--- config.mk ---
export PLATFORM = sky130hd
export DESIGN_NAME = mips_uart_rx_flat
export DESIGN_NICKNAME = d
export VERILOG_FILES = /design/src/rtl/mips_uart_rx_if.sv /design/src/rtl/mips_uart_rx.sv /design/src/flat_wrapper.sv
export SDC_FILE = /design/constraint.sdc
export NUM_CORES = 1
export LEC_CHECK = 0
export CAP_MARGIN = 20
export CORE_MARGIN = 5
export CORE_UTILIZATION = 40
export CTS_BUF_LIST = sky130_fd_sc_hd__clkbuf_16
export CTS_CLUSTER_SIZE = 8
export DETAILED_ROUTE_END_ITERATION = 7
export SLEW_MARGIN = 20
export SYNTH_ARGS = -nofsm -noshare
export SYNTH_HDL_FRONTEND = slang
export SYNTH_SLANG_ARGS = --single-unit
--- constraint.sdc ---
create_clock -name clk -period 2.03 [get_ports clk]
set_input_delay 0.406 -clock clk [delete_from_list [all_inputs] [get_ports clk]]
set_output_delay 0.406 -clock clk [all_outputs]
set_load 0.1 [all_outputs]
--- src/rtl/mips_uart_rx_if.sv ---
// mips_uart_rx_if: signal bundle between the UART receiver and the CPU side.
//   uart_in    - serial receive line, idle high (into receiver)
//   rd_en      - one-clk CPU read strobe acknowledging rx_data (into receiver)
//   rx_data    - last correctly framed byte
//   rx_valid   - rx_data holds an unread byte
//   overrun    - a byte was overwritten before being read
//   frame_err  - last frame had a low stop bit
//   shift_read - live receive shift register (debug)
//   busy       - receiver FSM not idle
// Modports: slave = receiver, master = CPU / bench.
interface mips_uart_rx_if;
  logic       uart_in;
  logic       rd_en;
  logic [7:0] rx_data;
  logic       rx_valid;
  logic       overrun;
  logic       frame_err;
  logic [7:0] shift_read;
  logic       busy;

  modport slave (
    input  uart_in, rd_en,
    output rx_data, rx_valid, overrun, frame_err, shift_read, busy
  );

  modport master (
    output uart_in, rd_en,
    input  rx_data, rx_valid, overrun, frame_err, shift_read, busy
  );
endinterface

--- src/rtl/mips_uart_rx.sv ---
// mips_uart_rx: 8N1 UART receiver with a CPU-readable holding register.
// Oversamples uart_in at CLKS_PER_BIT clocks per bit, deserialises LSB first
// and reports data-valid, overrun and framing-error flags.
// Ports:
//   clk  - system clock, all state on rising edge
//   rst  - asynchronous active-low reset
//   bus  - mips_uart_rx_if.slave (uart_in, rd_en in; rx_data, rx_valid,
//          overrun, frame_err, shift_read, busy out)
module mips_uart_rx #(
  parameter int CLKS_PER_BIT = 16
) (
  input  logic            clk,
  input  logic            rst,
  mips_uart_rx_if.slave   bus
);

  localparam int CNT_W = $clog2(CLKS_PER_BIT);
  localparam logic [CNT_W-1:0] HALF_M1 = CNT_W'(CLKS_PER_BIT/2 - 1);
  localparam logic [CNT_W-1:0] FULL_M1 = CNT_W'(CLKS_PER_BIT - 1);

  typedef enum logic [2:0] {
    S_IDLE  = 3'd0,
    S_START = 3'd1,
    S_DATA  = 3'd2,
    S_STOP  = 3'd3,
    S_BRK   = 3'd4
  } state_t;

  state_t           state_q, state_d;
  logic [CNT_W-1:0] cnt_q, cnt_d;
  logic [2:0]       bit_q, bit_d;

  logic       sync_p0, rxs;
  logic [7:0] shift_q;
  logic [7:0] rx_data_q;
  logic       rx_valid_q, overrun_q, frame_err_q;

  logic busy_c, sample_bit, stop_good, stop_bad;
  logic rd_ack;

  // Two-flop synchroniser; resets to the idle (high) line level.
  always_ff @(posedge clk or negedge rst) begin
    if (!rst) begin
      sync_p0 <= 1'b1;
      rxs     <= 1'b1;
    end else begin
      sync_p0 <= bus.uart_in;
      rxs     <= sync_p0;
    end
  end

  // FSM state register
  always_ff @(posedge clk or negedge rst) begin
    if (!rst) begin
      state_q <= S_IDLE;
      cnt_q   <= '0;
      bit_q   <= '0;
    end else begin
      state_q <= state_d;
      cnt_q   <= cnt_d;
      bit_q   <= bit_d;
    end
  end

  // FSM next-state logic
  always_comb begin
    state_d = state_q;
    cnt_d   = cnt_q;
    bit_d   = bit_q;
    unique case (state_q)
      S_IDLE: begin
        if (!rxs) begin
          state_d = S_START;
          cnt_d   = '0;
        end
      end
      S_START: begin
        // Re-check the line half a bit in, so short low glitches are dropped.
        if (cnt_q == HALF_M1) begin
          cnt_d = '0;
          if (!rxs) begin
            state_d = S_DATA;
            bit_d   = '0;
          end else begin
            state_d = S_IDLE;
          end
        end else begin
          cnt_d = cnt_q + CNT_W'(1);
        end
      end
      S_DATA: begin
        if (cnt_q == FULL_M1) begin
          cnt_d = '0;
          if (bit_q == 3'd7) state_d = S_STOP;
          else               bit_d   = bit_q + 3'd1;
        end else begin
          cnt_d = cnt_q + CNT_W'(1);
        end
      end
      S_STOP: begin
        if (cnt_q == FULL_M1) begin
          cnt_d   = '0;
          state_d = rxs ? S_IDLE : S_BRK;
        end else begin
          cnt_d = cnt_q + CNT_W'(1);
        end
      end
      S_BRK: begin
        // Hold here until the line returns high so a stuck-low line is not
        // decoded as a stream of 0x00 bytes.
        if (rxs) state_d = S_IDLE;
      end
      default: begin
        state_d = S_IDLE;
        cnt_d   = '0;
      end
    endcase
  end

  // FSM outputs
  always_comb begin
    busy_c     = (state_q != S_IDLE);
    sample_bit = (state_q == S_DATA) && (cnt_q == FULL_M1);
    stop_good  = (state_q == S_STOP) && (cnt_q == FULL_M1) &&  rxs;
    stop_bad   = (state_q == S_STOP) && (cnt_q == FULL_M1) && !rxs;
  end

  // A read only acknowledges something when there is an unread byte.
  assign rd_ack = bus.rd_en && rx_valid_q;

  always_ff @(posedge clk or negedge rst) begin
    if (!rst) begin
      shift_q <= '0;
    end else if (sample_bit) begin
      shift_q <= {rxs, shift_q[7:1]};
    end
  end

  always_ff @(posedge clk or negedge rst) begin
    if (!rst) begin
      rx_data_q   <= '0;
      rx_valid_q  <= 1'b0;
      overrun_q   <= 1'b0;
      frame_err_q <= 1'b0;
    end else begin
      if (stop_good) begin
        rx_data_q   <= shift_q;
        rx_valid_q  <= 1'b1;
        frame_err_q <= 1'b0;
        // A read landing on the same edge consumes the old byte, so no overrun.
        if (rx_valid_q && !bus.rd_en) overrun_q <= 1'b1;
        else if (rd_ack)              overrun_q <= 1'b0;
      end else begin
        if (rd_ack) begin
          rx_valid_q <= 1'b0;
          overrun_q  <= 1'b0;
        end
        if (stop_bad) frame_err_q <= 1'b1;
      end
    end
  end

  assign bus.rx_data    = rx_data_q;
  assign bus.rx_valid   = rx_valid_q;
  assign bus.overrun    = overrun_q;
  assign bus.frame_err  = frame_err_q;
  assign bus.shift_read = shift_q;
  assign bus.busy       = busy_c;

endmodule

--- src/flat_wrapper.sv ---
// flat-port wrapper written by rule: the top's interface ports become plain ports
module mips_uart_rx_flat 
#(
  parameter int CLKS_PER_BIT = 16
)
  (clk, rst, bus_uart_in, bus_rd_en, bus_rx_data, bus_rx_valid, bus_overrun, bus_frame_err, bus_shift_read, bus_busy);
  mips_uart_rx_if bus_i ();
  input  logic clk;
  input  logic rst;
  input wire logic [$bits(bus_i.uart_in)-1:0] bus_uart_in;
  input wire logic [$bits(bus_i.rd_en)-1:0] bus_rd_en;
  output wire logic [$bits(bus_i.rx_data)-1:0] bus_rx_data;
  output wire logic [$bits(bus_i.rx_valid)-1:0] bus_rx_valid;
  output wire logic [$bits(bus_i.overrun)-1:0] bus_overrun;
  output wire logic [$bits(bus_i.frame_err)-1:0] bus_frame_err;
  output wire logic [$bits(bus_i.shift_read)-1:0] bus_shift_read;
  output wire logic [$bits(bus_i.busy)-1:0] bus_busy;
  assign bus_i.uart_in = bus_uart_in;
  assign bus_i.rd_en = bus_rd_en;
  assign bus_rx_data = bus_i.rx_data;
  assign bus_rx_valid = bus_i.rx_valid;
  assign bus_overrun = bus_i.overrun;
  assign bus_frame_err = bus_i.frame_err;
  assign bus_shift_read = bus_i.shift_read;
  assign bus_busy = bus_i.busy;
  mips_uart_rx #(.CLKS_PER_BIT(CLKS_PER_BIT)) u_core (.clk(clk), .rst(rst), .bus(bus_i));
endmodule
Word level (Yosys, flattened, before mapping)
Index checks and enable logic that the tools add are counted.
- reductions and logical operators: 17
- bitwise logic cells: 1
- add/subtract/negate cells: 2
- mux-type cells: 25
- equality and inequality tests: 15
- operators with widths (cell ; count):
    $mux 3 ; 11
    $pmux 4 s4 ; 1
    $pmux 3 s5 ; 1
    $mux 4 ; 3
    $ne 2x1->1 const B ; 5
    $mux 1 ; 7
    $eq 3x2->1 const B ; 2
    $eq 3x3->1 const B ; 2
    $logic_and 1x1->1 ; 6
    $ne 2x2->1 const B ; 3
    $pmux 3 s2 ; 1
    $reduce_and 6->1 ; 1
    $reduce_bool 2->1 ; 3
    $reduce_and 5->1 ; 1
    $add 4x1->4 const B ; 1
    $eq 4x3->1 const B ; 1
    $eq 4x4->1 const B ; 1
    $add 3x1->3 const B ; 1
    $eq 3x1->1 const B ; 1
    $logic_not 3->1 ; 1
    $reduce_bool 3->1 ; 1
    $logic_not 1->1 ; 2
    $mux 2 ; 1
    $reduce_and 2->1 ; 1
    other kinds (2) ; 2
- word-level logic and storage cells: 70
- bits of input ports: 4
- register bits: 31

Longest topological paths before layout
Gate-level depths: netlist of the first run.
- depth after elaboration: 5
- depth in mapped cells: 7
- gate-level depth less buffers: 6

Worst setup path after synthesis of the first run
OpenSTA, ideal clock, no wires.
- path type: flip-flop to flip-flop
- start point: register u_core.bit_q[0]
- end point: register u_core.bit_q[2]
- required time: 1.909 ns
- clock period less this slack: 1.808 ns
- data arrival time: 1.687 ns
- stages on the path, launching flop included: 8
- buffers on the path: 1
- setup slack: 0.222 ns
- library setup time: 0.121 ns
- cell sequence: dfrtp_1 -> ha_1 -> ha_1 -> or4b_1 -> buf_2 -> nand2_1 -> o21ai_1 -> a22o_1
- word-level cells in the longest chain between the ends: 4
- elaborated cells on any way between the ends: 7
- classes of those cells: add/sub: 1; eq/ne: 2; mux: 3; reduce/logical: 1
- RTL lines (item ; line ; RTL):
    start: declaration ; mips_uart_rx.sv:31 ; logic [2:0] bit_q, bit_d;
    start signal: assignment ; mips_uart_rx.sv:61 ; bit_q <= bit_d;
    $add 3x1->3 ; mips_uart_rx.sv:95 ; else bit_d = bit_q + 3'd1;
    $mux 3 ; mips_uart_rx.sv:94 ; if (bit_q == 3'd7) state_d = S_STOP;
    $mux 3 ; mips_uart_rx.sv:92 ; if (cnt_q == FULL_M1) begin
    $pmux 3 s2 ; mips_uart_rx.sv:70 ; unique case (state_q)
Parallel ways exist; a longest one is shown, timed or not. The select of a mux whose other input is x is not followed.
A chain may end at the register's enable or synchronous reset.

Worst setup path after layout of the first run
Ends and elaborated chain as after synthesis.

==> results of run 1 <==
[final timing paths]
kind / start / end / slack [ns] / cells past startpoint
min: u_core.sync_p0 / u_core.rxs / 0.36 / 0
max: u_core.bit_q[0] / u_core.bit_q[2] / 0.12 / 6
min reg2reg: u_core.sync_p0 / u_core.rxs / 0.36 / 0
max reg2reg: u_core.bit_q[0] / u_core.bit_q[2] / 0.12 / 6
max in group asynchronous: rst / u_core.rxs / 1.18 / 2
min in group asynchronous: rst / u_core.bit_q[0] / 0.53 / 2
[Yosys cell counts, types with 2 or more instances]
| cell type | count | share of area |
|---|---|---|
| a31oi_1 | 2 | 0.0087 |
| dfstp_2 | 2 | 0.037 |
| buf_2 | 2 | 0.0070 |
| mux2_2 | 18 | 0.14 |
| nor2_1 | 7 | 0.018 |
| nand2_1 | 8 | 0.021 |
| buf_6 | 4 | 0.031 |
| nand3_1 | 4 | 0.014 |
| inv_1 | 3 | 0.0079 |
| nor3_1 | 2 | 0.0070 |
| a22o_1 | 4 | 0.024 |
| o21ai_0 | 4 | 0.014 |
| dfrtp_1 | 29 | 0.51 |
| ha_1 | 3 | 0.026 |
| a21oi_1 | 4 | 0.014 |
[state kept, by name (all words and copies together) (netlist names), named ones only]
register	flops
u_core.bus.frame_err	1
u_core.bus.rx_valid	1
u_core.state_q	3
u_core.rxs	1
u_core.bit_q	3
u_core.cnt_q	4
u_core.sync_p0	1
u_core.bus.rx_data	8
u_core.bus.shift_read	8
[cells in the final DEF, fill, tap and decap left out, drive strengths merged, types with 3 or more instances in the layout]
cell / n
inv: 3
buf: 25
a22o: 4
a21oi: 4
ha: 3
clkdlybuf4s50: 3
nor3: 3
o21ai: 5
dfrtp: 29
mux2: 18
clkbuf: 5
nand2: 9
nand3: 5
nor2: 7
[stage by stage]
step                      instances  utilization  hold WS, ns
final                           189        0.529        0.355
after global routing            189        0.529        0.365
after floorplan                 115            -        0.110
after CTS                       189        0.529        0.357
after detailed placement        181        0.487        0.349
after global placement          181        0.487        0.348
[metal layers]
layer | up-vias | part of all wire
li1 | 460 | -
met1 | 464 | 0.46
met2 | 21 | 0.47
met3 | 5 | 0.049
met4 | 0 | 0.020
met5 | - | 0
[power by group through the flow]
stage / registers [W] / logic [W] / clock network, W
global placement: 0.000797 / 0.000434 / 0
finish: 0.000796 / 0.000439 / 0.000686
global route: 0.000808 / 0.000482 / 0.000738
CTS: 0.000794 / 0.000444 / 0.000707
detailed placement: 0.000803 / 0.000442 / 0
floorplan: 0.000764 / 0.000393 / 0
[logic make-up (layout without fill, tap and decap cells)]
family	after synthesis	count (layout)	share of synthesized area
AOI/OAI and AO/OA	18	18	0.0796
xor gates and xnor gates	1	1	0.00613
adders and majority gates	3	3	0.0262
buffers and inverters	11	39	0.0542
DFF	31	31	0.544
muxes	19	19	0.149
and+or+nand+nor	32	32	0.141
[worst register-to-register path: stages, from the launching register on]
cell and delay (ns):
dfrtp_1 0.41, ha_1 0.22, ha_1 0.21, or4b_1 0.57, nand2_1 0.11, o21ai_1 0.06
a22o_1 0.23
[final cells by class]
| cell class | count | area (um^2) | area share |
|---|---|---|---|
| Tap cell | 46 | 57.6 | 0.0321 |
| Multi-Input combinational cell | 73 | 574 | 0.321 |
| Inverter | 3 | 11.3 | 0.00628 |
| Clock inverter | 3 | 15.0 | 0.00838 |
| Sequential cell | 31 | 778 | 0.434 |
| Timing Repair Buffer | 28 | 230 | 0.128 |
| Clock buffer | 5 | 125 | 0.0698 |
==> flow_summary.ini, run 1 <==
[timing]
fin_tns_setup_ns = 0
rsz0062_at_grt = false
worst_slack_ns = 0.118
setup_viol = 0
fin_skew_ns = 0.00394
slew_headroom = 0.741
hold_viol_final = 0
drv_slew = 0
min_period_ns = 1.91
fmax_mhz = 523
post-route-period-util = 0.942
worstMarginPinSlew_ns = 0.388

[grt]
antenna_found_initial = 0
grt_use_met3 = 0.0362
grt_use_met2 = 0.178
first_global_vias = 969
grt-busiest-layer = met2
grt_max_degree = 32
grt_use_total = 0.116
use_met1 = 0.141
grt_overflow = 0
grt_first_pass_wirelength_mm = 4.50

[worst_setup_path]
cpMostUsedCell = ha_1
cpMaxStageDelayCell = or4b_1
end_kind = flop
cp_max_fo = 6
crit_path_start_kind = flop
arrival_ns = 2.07
crit_chain = ha_1 > ha_1 > or4b_1 > nand2_1 > o21ai_1 > a22o_1
critPathRequiredTime_ns = 2.19
worst-path-buf-inv = 0
path_class = flop to flop
max_stage_delay_ns = 0.57
cp_top_family = simple AND/OR/NAND/NOR gates

[yosys]
synth_cell_type_count = 34
async_flop_share = 1.00
synth-edff-count = 0
ys_warn_count = 0
synth_cells = 115
synth_nets = 122
ys_seq_area_frac = 0.544
avgSynthCellArea_um2 = 12.4
synthFlopType = dfrtp_1
netlist_area_um2 = 1430
ys_ff_latch = 31

[pwr]
power_density_nw_per_um2 = 1070
p_int_w = 0.00131
power_frac_comb = 0.228
cellLeakagePower_nw = 0.864
power.net_switching_w = 0.000615
ir_worst_vdd_mv = 0.453
p_sw_frac = 0.320
power_frac_clock = 0.357
fin_total_pwr_w = 0.00192
seq_power_share = 0.415

[clock_network]
root_buffer = clkbuf_16
clock_sinks = 31
clk_path_buf_depth = 2
cts_buffers = 5
cts_setup_buffers = 0
ctsResizeCount = 0
cts_hold_buf = 0
clk-insertion-delay-late_ns = 0.27
cts_tree = yes
clkTransAtPathRegs_ns = 0.05
cts-htree-levels = 2

[route]
drcViolationCount = 0
drtIter0Drc = 32
drt_wl_total_mm = 2.62
vias_per_cell = 5.03
wire_per_inst_um = 13.8
drt-pass1-iter-count = 4
num_vias = 950
ant_nets = 0

[final_layout]
final_nets = 149
fill_cells = 300
area_growth_pct = 25.3
design_area_um2 = 1790
antennaDiodeCount = 0
drive_above_1_share = 0.399

[placed_design]
pre_cts_ws_ns = 0.136
io_buffers = 23
gp_congestion = 0.738
detailed_place.area_um2 = 1650
dp_hpwl_mm = 1.80

[run_status]
status = completed

[flow_run]
cap_violations = 0

[floorplan]
core_area_um2 = 3390
fp-row-count = 21
pin_count = 24
die-area_um2 = 4870
initial_core_util = 0.422
dieHeight_um = 69.8
die_w_um = 69.8

[min_path]
worst_hold_path_type = flop to flop
Power figures use the tool's default switching activity.
==> inputs of run 2 (changes only) <==
Settings changed: CORE_MARGIN 5 to not set, REMOVE_ABC_BUFFERS set to 1.
==> flow_summary.ini, run 2 (synthesized netlist as in run 1, its figures left out) <==
[worst_setup_path]
worstRegToRegCells = 6
max_stage_delay_ns = 0.58
arrival_ns = 2.08
crit_path_start_kind = flop
end_kind = flop
crit_chain = ha_1 > ha_1 > or4b_1 > nand2_1 > o21ai_1 > a22o_1
critPathRequiredTime_ns = 2.19
crit_end = u_core.bit_q[2]
cpMaxStageDelayCell = or4b_1
r2r_slack_ns = 0.10
r2r-start = u_core.bit_q[0]
cp-startpoint = u_core.bit_q[0]
path_class = flop to flop
worstReg2RegEnd = u_core.bit_q[2]
cp_max_fo = 6
cpMostUsedCell = ha_1

[timing]
min_period_ns = 1.93
fmax_mhz = 519
post-route-period-util = 0.949
fin_tns_setup_ns = 0
slew_headroom = 0.739
hold_viol_final = 0
worstMarginPinSlew_ns = 0.392
rsz0062_at_grt = false
fin_skew_ns = 0.00342
setup_viol = 0
drv_slew = 0

[route]
drt-pass1-iter-count = 3
wire_per_inst_um = 13.3
vias_per_cell = 4.91
drtIter0Drc = 26
drcViolationCount = 0
drt_wl_total_mm = 2.49
num_vias = 923
ant_nets = 0

[floorplan]
die-area_um2 = 3820
pin_count = 24
dieHeight_um = 61.8
initial_core_util = 0.422
fp-row-count = 21
core_area_um2 = 3390
die_w_um = 61.8

[clock_network]
ctsResizeCount = 0
clkTransAtPathRegs_ns = 0.05
cts_hold_buf = 0
clock_sinks = 31
clk_path_buf_depth = 2
cts_buffers = 5
cts_tree = yes
cts-htree-levels = 2
cts_setup_buffers = 0
root_buffer = clkbuf_16
clk-insertion-delay-late_ns = 0.27

[final_layout]
layout_commonest_cell = dfrtp_1
final_nets = 148
finalNonFillerCells = 188
fill_cells = 295
postLayoutCoreUtil = 0.526
antennaDiodeCount = 0
ff_latch_area_um2 = 778
area_growth_pct = 24.8
drive_above_1_share = 0.394
multi_input_area_um2 = 574
mostFrequentLayoutCells = dfrtp_1, buf_4, mux2_2

[pwr]
power_density_nw_per_um2 = 1080
fin_total_pwr_w = 0.00192
ir_worst_vdd_mv = 0.516
cellLeakagePower_nw = 0.859

[grt]
first_global_vias = 930
grt_first_pass_wirelength_mm = 4.23
antenna_found_initial = 0
grt_use_total = 0.156
grt_use_met2 = 0.237
grt_use_met3 = 0.0518
use_met1 = 0.205
grt-busiest-layer = met2
grt_overflow = 0
grt_max_degree = 32

[run_status]
status = completed

[placed_design]
gp_congestion = 0.752
dp_hpwl_mm = 1.71
io_buffers = 23
dp.cells = 180

[flow_run]
cap_violations = 0

[min_path]
worst_hold_path_type = flop to flop
run 2: cell count changes in the layout (fill, tap and decap cells not counted):
cell   change
buf_4      -1
run 2: final cells by class:
type / instances / area share
sequential: 31 / 0.436
multi-input combinational: 73 / 0.322
timing repair buffer: 27 / 0.125
clock buffer: 5 / 0.0701
tap: 46 / 0.0323
clock inverter: 3 / 0.00842
inverter: 3 / 0.00631
run 2: through the flow:
stage,setup slack (ns),hold slack (ns),instance area [um^2]
after global routing,0.00518,0.361,1780
after floorplan,0.230,0.110,1360
after CTS,0.0924,0.359,1780
after global placement,0.200,0.346,1640
after detailed placement,0.108,0.352,1640
final,0.104,0.357,1780
run 2: how the worst min path moves through the flow:
stage / cells after the start / slack, ns / start / to
after floorplan: 0 / 0.11 / rst / async pin
after global placement: 0 / 0.35 / u_core.sync_p0 / u_core.rxs
after detailed placement: 0 / 0.35 / u_core.sync_p0 / u_core.rxs
after CTS: 0 / 0.36 / u_core.sync_p0 / u_core.rxs
after global routing: 0 / 0.36 / u_core.sync_p0 / u_core.rxs
final: 0 / 0.36 / u_core.sync_p0 / u_core.rxs
run 2: routing by layer:
| layer | vias to the layer above | part of all wire |
|---|---|---|
| met3 | 0 | 0.044 |
| met5 | - | 0 |
| met2 | 18 | 0.48 |
| met4 | 0 | 0 |
| li1 | 456 | - |
| met1 | 449 | 0.48 |
run 2: power breakdown:
part,total [W],switching (W),internal (W)
registers,0.000805,0.000119,0.000686
logic,0.000418,0.000250,0.000168
clock network,0.000699,0.000255,0.000444
total,0.00192,0.000624,0.00130
run 2: critical path, delay by kind of cell (launching register included):
family,cells,cell delay (ns)
fa+ha+maj,2,0.44
simple gates,2,0.69
compound gates,2,0.28
flops,1,0.41
==> inputs of run 3 (changes only) <==
Settings changed: CORE_UTILIZATION 40 to 45, PLACE_DENSITY set to 0.69.
==> flow_summary.ini, run 3 (synthesized netlist as in run 1, its figures left out) <==
[route]
drt_wl_total_mm = 2.76
drt-pass1-iter-count = 4
wire_per_inst_um = 14.8
ant_nets = 0
vias_per_cell = 5.24
num_vias = 979
drcViolationCount = 0
drtIter0Drc = 17

[timing]
slew_headroom = 0.715
hold_viol_final = 0
post-route-period-util = 0.954
setup_viol = 0
rsz0062_at_grt = false
worstMarginPinSlew_ns = 0.427
fin_skew_ns = 0.00448
fmax_mhz = 517
fin_tns_setup_ns = 0
min_period_ns = 1.94
drv_slew = 0

[floorplan]
fp-row-count = 20
core_area_um2 = 3030
die_w_um = 58.4
dieHeight_um = 58.4
die-area_um2 = 3410
pin_count = 24
initial_core_util = 0.472

[worst_setup_path]
arrival_ns = 1.53
path_class = flop to output port
crit_path_start_kind = flop
end_kind = output port
cp_max_fo = 10
critPathRequiredTime_ns = 1.62

[pwr]
power.net_switching_w = 0.000620
p_int_w = 0.00130
p_sw_frac = 0.323
power_density_nw_per_um2 = 1070
power_frac_comb = 0.225
ir_worst_vdd_mv = 0.597
cellLeakagePower_nw = 0.870
power_frac_clock = 0.352
seq_power_share = 0.423

[clock_network]
root_buffer = clkbuf_16
clk_path_buf_depth = 2
clk-insertion-delay-late_ns = 0.27
cts_tree = yes
cts-htree-levels = 2
clkTransAtPathRegs_ns = 0.05
cts_buffers = 5
cts_setup_buffers = 0
cts_hold_buf = 0
clock_sinks = 31

[min_path]
worst_hold_path_type = flop to flop

[flow_run]
cap_violations = 0

[grt]
grt_max_degree = 19
grt_overflow = 0
grt_first_pass_wirelength_mm = 4.67
antenna_found_initial = 0
grt_use_total = 0.193
first_global_vias = 1010

[final_layout]
area_growth_pct = 25.1
multi_input_area_um2 = 578
design_area_um2 = 1790
mostFrequentLayoutCells = dfrtp_1, buf_4, mux2_2
layout_commonest_cell = dfrtp_1
drive_above_1_share = 0.399
fill_cells = 250
final_nets = 149
postLayoutCoreUtil = 0.591
ff_latch_area_um2 = 778
antennaDiodeCount = 0

[placed_design]
detailed_place.area_um2 = 1650
io_buffers = 23
dp_hpwl_mm = 1.82
gp_congestion = 0.777

[run_status]
status = completed
## run 3: layer usage
metal | share of wire | up-vias | GRT usage
met3 | 0.058 | 5 | 0.0857
met4 | 0.018 | 0 | 0.0884
met1 | 0.42 | 486 | 0.232
met5 | 0 | - | 0
met2 | 0.50 | 32 | 0.299
li1 | - | 456 | -
## run 3: layout make-up
class | instances | area share
clock buffer | 5 | 0.0699
clock inverter | 3 | 0.00629
inverter | 3 | 0.00629
multi-input combinational | 73 | 0.323
sequential | 31 | 0.435
tap | 44 | 0.0308
timing repair buffer | 28 | 0.129
## run 3: final timing paths
| kind | start | endpoint | slack (ns) | depth (start not counted) |
|---|---|---|---|---|
| worst max-delay path | u_core.state_q[0] | bus_busy | 0.09 | 2 |
| worst min-delay path | u_core.sync_p0 | u_core.rxs | 0.36 | 0 |
| worst max register to register | u_core.bit_q[0] | u_core.bit_q[1] | 0.16 | 6 |
| worst min register to register | u_core.sync_p0 | u_core.rxs | 0.36 | 0 |
| max in group asynchronous | rst | u_core.sync_p0 | 1.27 | 2 |
| min in group asynchronous | rst | u_core.bit_q[0] | 0.48 | 2 |
## run 3: power groups by stage
stage / logic, W / registers [W] / clock network, W
after floorplan: 0.000268 / 0.000819 / 0
after global placement: 0.000406 / 0.000811 / 0
after detailed placement: 0.000416 / 0.000814 / 0
after CTS: 0.000425 / 0.000808 / 0.000696
after global routing: 0.000468 / 0.000824 / 0.000726
final: 0.000433 / 0.000814 / 0.000676
## run 3: repair_timing
item | CTS | global route
setup endpoints to repair | 0 | 2
endpoints found under the hold margin | 0 | 0
resized for setup | 0 | 1
## run 3: stage by stage
stage / std cells / power, W / hold slack [ns] / setup WS (ns)
after floorplan: 107 / 0.00109 / 0.110 / 0.230
after global placement: 179 / 0.00122 / 0.346 / 0.204
after detailed placement: 179 / 0.00123 / 0.351 / 0.101
after CTS: 187 / 0.00193 / 0.358 / 0.0871
after global routing: 187 / 0.00202 / 0.361 / 0.0565
final: 187 / 0.00192 / 0.356 / 0.0943
## run 3: worst max-delay path, cell delays in order, from the launching register on
cell	delay (ns)
dfrtp_1	0.50
or3_2	0.57
buf_12	0.19
